[src/rtl/axil_master_seq.sv]
// axil_master_seq
// Turns single commands into one AXI4-Lite read or write transaction, then
// reports completion with a one-cycle response pulse.
//
// Ports
//   clk, reset                 single clock, synchronous active-high reset
//   cmd_valid/cmd_ready        command handshake (cmd_ready high only when idle)
//   cmd_we, cmd_addr,
//   cmd_wdata, cmd_wstrb       command contents, latched on acceptance
//   rsp_valid                  one-cycle completion pulse
//   rsp_rdata                  read data (0 after a write or an abort)
//   rsp_err                    timeout abort flag, valid with rsp_valid
//   aw*, w*, b*                AXI4-Lite write channels
//   ar*, r*                    AXI4-Lite read channels
//
// Build option
//   AXIL_SEQ_TIMEOUT_EN        when defined, an 8-bit wait counter aborts any
//                              transaction stuck for 255 cycles in one state.
//                              When undefined, rsp_err is tied low and the
//                              block waits indefinitely.

module axil_master_seq (
  input  logic        clk,
  input  logic        reset,
  input  logic        cmd_valid,
  output logic        cmd_ready,
  input  logic        cmd_we,
  input  logic [31:0] cmd_addr,
  input  logic [31:0] cmd_wdata,
  input  logic [3:0]  cmd_wstrb,
  output logic        rsp_valid,
  output logic [31:0] rsp_rdata,
  output logic        rsp_err,
  output logic [31:0] awaddr,
  output logic        awvalid,
  input  logic        awready,
  output logic [31:0] wdata,
  output logic [3:0]  wstrb,
  output logic        wvalid,
  input  logic        wready,
  input  logic        bvalid,
  output logic        bready,
  output logic [31:0] araddr,
  output logic        arvalid,
  input  logic        arready,
  input  logic [31:0] rdata,
  input  logic        rvalid,
  output logic        rready
);

  typedef enum logic [2:0] {
    IDLE,
    WR_REQ,
    WR_RESP,
    RD_REQ,
    RD_DATA,
    DONE
  } state_t;

  state_t state;
  state_t state_next;

  logic accept;
  logic aw_ok;
  logic w_ok;
  logic timeout;

  assign accept = (state == IDLE) && cmd_valid && cmd_ready;

  // A write channel is finished once its valid has already dropped or its
  // handshake is happening this cycle; AW and W may finish in any order.
  assign aw_ok = !awvalid || awready;
  assign w_ok  = !wvalid  || wready;

`ifdef AXIL_SEQ_TIMEOUT_EN
  logic [7:0] to_cnt;

  assign timeout = (to_cnt == 8'hFF);

  // Counter restarts on every state change and only runs while waiting on
  // the AXI slave; it never wraps because reaching 255 forces a state change.
  always_ff @(posedge clk) begin
    if (reset) begin
      to_cnt <= 8'h00;
    end else if (state_next != state) begin
      to_cnt <= 8'h00;
    end else if (state inside {WR_REQ, WR_RESP, RD_REQ, RD_DATA}) begin
      to_cnt <= to_cnt + 8'd1;
    end
  end

  always_ff @(posedge clk) begin
    if (reset) begin
      rsp_err <= 1'b0;
    end else begin
      rsp_err <= timeout && (state_next == DONE);
    end
  end
`else
  assign timeout = 1'b0;
  assign rsp_err = 1'b0;
`endif

  always_ff @(posedge clk) begin
    if (reset) begin
      state <= IDLE;
    end else begin
      state <= state_next;
    end
  end

  always_comb begin
    state_next = state;
    case (state)
      IDLE: begin
        if (accept) begin
          state_next = cmd_we ? WR_REQ : RD_REQ;
        end
      end
      WR_REQ: begin
        if (timeout) begin
          state_next = DONE;
        end else if (aw_ok && w_ok) begin
          state_next = WR_RESP;
        end
      end
      WR_RESP: begin
        if (timeout || bvalid) begin
          state_next = DONE;
        end
      end
      RD_REQ: begin
        if (timeout) begin
          state_next = DONE;
        end else if (arready) begin
          state_next = RD_DATA;
        end
      end
      RD_DATA: begin
        if (timeout || rvalid) begin
          state_next = DONE;
        end
      end
      DONE: begin
        state_next = IDLE;
      end
      default: begin
        state_next = IDLE;
      end
    endcase
  end

  // All interface outputs are registered. Readys and the response pulse are
  // decoded from the state being entered, so they line up with that state.
  // Valids rise on acceptance and fall only after their own handshake or on
  // an abort.
  always_ff @(posedge clk) begin
    if (reset) begin
      cmd_ready <= 1'b0;
      rsp_valid <= 1'b0;
      rsp_rdata <= 32'h0;
      awaddr    <= 32'h0;
      awvalid   <= 1'b0;
      wdata     <= 32'h0;
      wstrb     <= 4'h0;
      wvalid    <= 1'b0;
      bready    <= 1'b0;
      araddr    <= 32'h0;
      arvalid   <= 1'b0;
      rready    <= 1'b0;
    end else begin
      cmd_ready <= (state_next == IDLE);
      rsp_valid <= (state_next == DONE);
      bready    <= (state_next == WR_RESP);
      rready    <= (state_next == RD_DATA);

      if (accept && cmd_we) begin
        awaddr  <= cmd_addr;
        wdata   <= cmd_wdata;
        wstrb   <= cmd_wstrb;
        awvalid <= 1'b1;
        wvalid  <= 1'b1;
      end else begin
        if (awready || timeout) begin
          awvalid <= 1'b0;
        end
        if (wready || timeout) begin
          wvalid <= 1'b0;
        end
      end

      if (accept && !cmd_we) begin
        araddr  <= cmd_addr;
        arvalid <= 1'b1;
      end else if (arready || timeout) begin
        arvalid <= 1'b0;
      end

      // Only a successful read returns data; writes and aborts report 0.
      if (state_next == DONE) begin
        rsp_rdata <= ((state == RD_DATA) && !timeout) ? rdata : 32'h0;
      end
    end
  end

endmodule

[config.mk]
export PLATFORM = sky130hd
export DESIGN_NAME = axil_master_seq
export DESIGN_NICKNAME = d
export VERILOG_FILES = /design/src/rtl/axil_master_seq.sv
export SDC_FILE = /design/constraint.sdc
export NUM_CORES = 1
export LEC_CHECK = 0
export ABC_AREA = 1
export BUFFER_PORTS_ARGS = -buffer_cell sky130_fd_sc_hd__buf_2
export CAP_MARGIN = 5
export CELL_PAD_IN_SITES_DETAIL_PLACEMENT = 0
export CELL_PAD_IN_SITES_GLOBAL_PLACEMENT = 1
export CORE_MARGIN = 2
export CORE_UTILIZATION = 32
export DETAILED_ROUTE_END_ITERATION = 8
export PLACE_DENSITY = 0.78
export SYNTH_ARGS = -nofsm -noshare
export SYNTH_HDL_FRONTEND = slang
export SYNTH_SLANG_ARGS = --single-unit
[constraint.sdc]
create_clock -name clk -period 1.59 [get_ports clk]
set_clock_uncertainty 0.05 [all_clocks]
set_input_delay 0.159 -clock clk [delete_from_list [all_inputs] [get_ports clk]]
set_output_delay 0.159 -clock clk [all_outputs]
set_load 0.005 [all_outputs]
-- Word-level counts from Yosys, hierarchy flattened
Cells that the tools add are included.
- register bits after elaboration: 142
- input port bits: 109
- output and inout port bits: 140
- logic and storage cells: 49
- equal/unequal tests: 7
- muxes and demuxes: 14
- reduce and logical (&&, ||, !) cells: 15
- operator list (operator ; count):
    32-bit two-way mux ; 1
    3-bit two-way mux ; 5
    3-bit one-hot mux with 5 select lines ; 1
    3-bit by 2-bit equality test with 1-bit output, second input constant ; 3
    3-bit equality test, second input constant ; 3
    3-bit logical NOT ; 2
    1-bit two-way mux ; 6
    2-bit nonzero test ; 3
    1-bit logical AND ; 5
    3-bit by 1-bit equality test with 1-bit output, second input constant ; 1
    1-bit logical NOT ; 3
    1-bit logical OR ; 2
    2-bit two-way mux ; 1

-- Logic depth before layout (Yosys ltp)
- depth in word-level cells: 6
- gate-level depth with buffers: 9
- gate-level depth less buffers: 8

-- Worst setup path before layout
No wires, ideal clock.
- path type: register to register
- start: reg state[1]
- end: reg awaddr[21]
- library setup time: 0.119 ns
- arrival time: 1.173 ns
- data required time: 1.421 ns
- setup slack: 0.248 ns
- cell stages (with the launch flop): 7
- buffers on the path: 2
- clock period less this slack: 1.342 ns
- cells stage by stage: dfxtp_1 > nor2_1 > nand3_1 > buf_4 > buf_2 > o21ai_0 > a21oi_1
- longest elaborated chain between the ends: 4
- RTL lines (what ; line ; source):
    from (decl) ; 60 ; state_t state;
    from (signal assigned) ; 108 ; state <= state_next;
    3-bit logical NOT ; 68 ; assign accept = (state == IDLE) && cmd_valid && cmd_ready;
    1-bit logical AND (2 in series) ; 68 ;
    1-bit logical AND ; 177 ; if (accept && cmd_we) begin
    to (signal assigned) ; 178 ; awaddr <= cmd_addr;
    to (decl) ; 34 ; output logic [31:0] awaddr,
Every way passes these cells.
A chain may end at the register's enable or synchronous reset.

-- Worst setup path after layout
- start: reg cmd_ready
- end: reg araddr[8]
- longest elaborated chain between the ends: 2
- RTL lines (what ; line ; source):
    from (decl) ; 26 ; output logic cmd_ready,
    from (signal assigned) ; 172 ; cmd_ready <= (state_next == IDLE);
    1-bit logical AND ; 68 ;
    1-bit logical AND ; 192 ; if (accept && !cmd_we) begin
    to (signal assigned) ; 193 ; araddr <= cmd_addr;
    to (decl) ; 43 ; output logic [31:0] araddr,
Every way passes these cells.

==> flow_summary.ini <==
[outcome]
run_status = completed

[route]
drt.antenna.violating_nets = 0
routed_wl_mm = 15.9
num_vias = 5434
drt_drc_violations_left = 0
route.detailed.wl_per_inst_um = 13.0
detail_route.first_pass.iterations = 4
drt_iter0_markers = 222
via_per_inst = 4.46

[timing]
count_of_endpoints_failing_hold_in_the_final_timing_report = 0
grt_setup_unrepaired = no
fin_crit_sh = 0.896
finalSetupViolCount = 0
maxSlewViolCount = 0
fin_tns_setup_ps = 0
timing.final.crit_period_ps = 1420
timing.final.ws_setup_ps = 166
fmax_mhz = 702

[setup_path]
cp.buffers_inverters = 1
path_delay_family = simple AND/OR/NAND/NOR gates
crit_type = reg -> reg
endpoint_kind_of_the_worst_setup_timing_path = flip-flop
crit_path_max_fanout = 66
worst_ep_arrival_time_ps = 1670
reg2reg_depth = 6
cp_slowest_stage_delay_ps = 330
worst_ep_required_time_ps = 1840
critical_path_depth = 6
ordered_cell_list_for_the_critical_path = nand2_1 -> nor2_2 -> nand3b_1 -> buf_12 -> o21ai_0 -> a21oi_1
critPathSlowestCell = sky130_fd_sc_hd__dfxtp_1
startpoint_type = flip-flop

[power_and_ir_drop]
power_leakage_nw = 4.04
power_mw = 11.2
power-per-cell-area_nw_per_um2 = 1340
ir_worst_vdd_uv = 727

[global_route]
antenna_found_initial = 3
vias_in_the_first_global_route = 5233
grt_pass1_wl_mm = 25.9
sum_of_overflow_across_all_layers_after_global_routing = 0
grt_use_total = 0.185
grt_start_max_net_pins = 67

[floorplan]
start_util = 0.328
die_width_um = 132
die_area_um2 = 17300
die_height_um = 132
placeableCoreArea_um2 = 15900
floorplan.rows = 46
io-pin-count = 249

[placed_design]
numPlacedInstances = 1083
dp_worst_setup_slack_ps = 94.3
place.gp.congestion = 0.749
dp.final_hpwl_mm = 10.3
buffer_ports.inserted = 247

[final_layout]
area_delta_synth_final_pct = 61.5
final_cell_count_no_fill = 1219
fin_util = 0.530
nNetsFinal = 1098
drive_above_1_share = 0.307

[clock_network]
htree_num_levels = 4
clock-root-buffer = sky130_fd_sc_hd__clkbuf_16
numCtsBuffers = 17
count_of_clock_tree_sinks = 142
insertion_delay_ps = 410
clock_tree.buffer_depth = 2
tritoncts = done
clkSlewWorstSetupHoldPaths_ps = 60

[synth]
synth_area_um2 = 5220
ys.warnings.count = 0
synth_area_per_cell_um2 = 8.02
synth_seq_area_share = 0.545
ys_ff_latch = 142
ys_types = 21
synth_cells = 650
number_of_nets_produced_by_synthesis = 759

[hold_path]
hold_class = in -> reg
worstHoldPathCells = 5

[job]
max_cap_violations = 0
-- placed cells by master, fill, tap and decap left out, types with 3 or more instances in the layout --
master,netlist,routed
sky130_fd_sc_hd__o21ai_1,53,53
sky130_fd_sc_hd__nand2_1,29,29
sky130_fd_sc_hd__dlygate4sd3_1,0,102
sky130_fd_sc_hd__o21ai_0,74,74
sky130_fd_sc_hd__buf_4,3,11
sky130_fd_sc_hd__a21oi_1,103,103
sky130_fd_sc_hd__buf_2,25,247
sky130_fd_sc_hd__dfxtp_1,142,141
sky130_fd_sc_hd__clkbuf_8,0,3
sky130_fd_sc_hd__inv_1,105,104
sky130_fd_sc_hd__inv_2,3,3
sky130_fd_sc_hd__a22oi_1,27,27
sky130_fd_sc_hd__clkbuf_16,0,17
sky130_fd_sc_hd__nand3_1,6,5
sky130_fd_sc_hd__bufinv_16,0,4
sky130_fd_sc_hd__buf_12,0,8
sky130_fd_sc_hd__clkinv_2,0,4
sky130_fd_sc_hd__nor2_1,49,48
-- flip-flops by register name, summed over array words and instances, names as in the netlist --
name and flops:
araddr 32, arvalid 1, rsp_rdata 32, state 3
rsp_valid 1, awvalid 1, cmd_ready 1, wdata 32
bready 1, wvalid 1, wstrb 4, awaddr 32
rready 1
-- layer usage --
| layer | track usage | share of wire | vias to the layer above |
|---|---|---|---|
| met5 | 0 | 0.00082 | - |
| met4 | 0.0815 | 0.025 | 2 |
| met3 | 0.0602 | 0.061 | 32 |
| met2 | 0.302 | 0.48 | 178 |
| met1 | 0.221 | 0.43 | 2414 |
| li1 | - | - | 2808 |
-- power by group --
part | switching, mW | leakage [nW] | internal [mW]
Combinational | 1.34 | 2.57 | 1.22
Clock | 1.49 | 0.309 | 2.74
Sequential | 0.288 | 1.15 | 4.18
Total | 3.11 | 4.04 | 8.14
-- area by class of cell --
cell class / instances / area, µm²
antenna: 2 / 5.00
fill: 1549 / 7460
inverter: 108 / 407
tap: 216 / 270
sequential: 142 / 2840
multi-input combinational: 351 / 1760
clock buffer: 21 / 470
timing repair buffer: 369 / 2510
clock inverter: 10 / 160
-- Yosys cell counts, drive strengths merged --
cell	number	area [µm²]
nor3	2	10.0
conb	1	3.75
nand3b	1	7.51
buf	29	151
nor2	50	195
nand3	6	30.0
o21ai	127	636
dfxtp	142	2840
nand2	31	121
a22oi	27	203
inv	108	405
and2	1	6.26
a21oi	103	515
clkbuf	20	75.1
nand4	2	12.5
-- logic make-up after synthesis --
logic type,after synthesis,share of synthesized area
flip-flops,142,0.545
AO/OA/AOI/OAI,257,0.260
AND/OR/NAND/NOR,93,0.0734
other,1,0.000719
buffers and inverters,157,0.121
-- worst paths after layout --
path                                               from                    endpoint  slack, ps
worst max-delay path               cmd_ready$_SDFF_PP0_      araddr[8]$_SDFFE_PP0P_        170
worst min-delay path                          rdata[23]  rsp_rdata[23]$_SDFFE_PP0N_         10
worst max register to register     cmd_ready$_SDFF_PP0_      araddr[8]$_SDFFE_PP0P_        170
worst min register to register  araddr[21]$_SDFFE_PP0P_     araddr[21]$_SDFFE_PP0P_        390
-- worst reg2reg max path, stage by stage, from the launching register on --
cell and delay (ps):
sky130_fd_sc_hd__dfxtp_1 330, sky130_fd_sc_hd__nand2_1 80, sky130_fd_sc_hd__nor2_2 180, sky130_fd_sc_hd__nand3b_1 150
sky130_fd_sc_hd__buf_12 210, sky130_fd_sc_hd__o21ai_0 250, sky130_fd_sc_hd__a21oi_1 70
-- metrics by stage --
step / cell area [µm²] / hold slack [ps]
floorplan: 5220 / 178
global placement: 6750 / 372
detailed placement: 6750 / 378
CTS: 8400 / 0.903
global route: 8420 / 25.0
finish: 8420 / 14.4
-- repair_timing --
| action | CTS | global route |
|---|---|---|
| resized for setup | 0 | 3 |
| hold buffers | 102 | 0 |
| setup endpoints to repair | 0 | 44 |
| setup buffers | 0 | 1 |
| endpoints found under the hold margin | 130 | 0 |
Power figures use the tool's default switching activity.
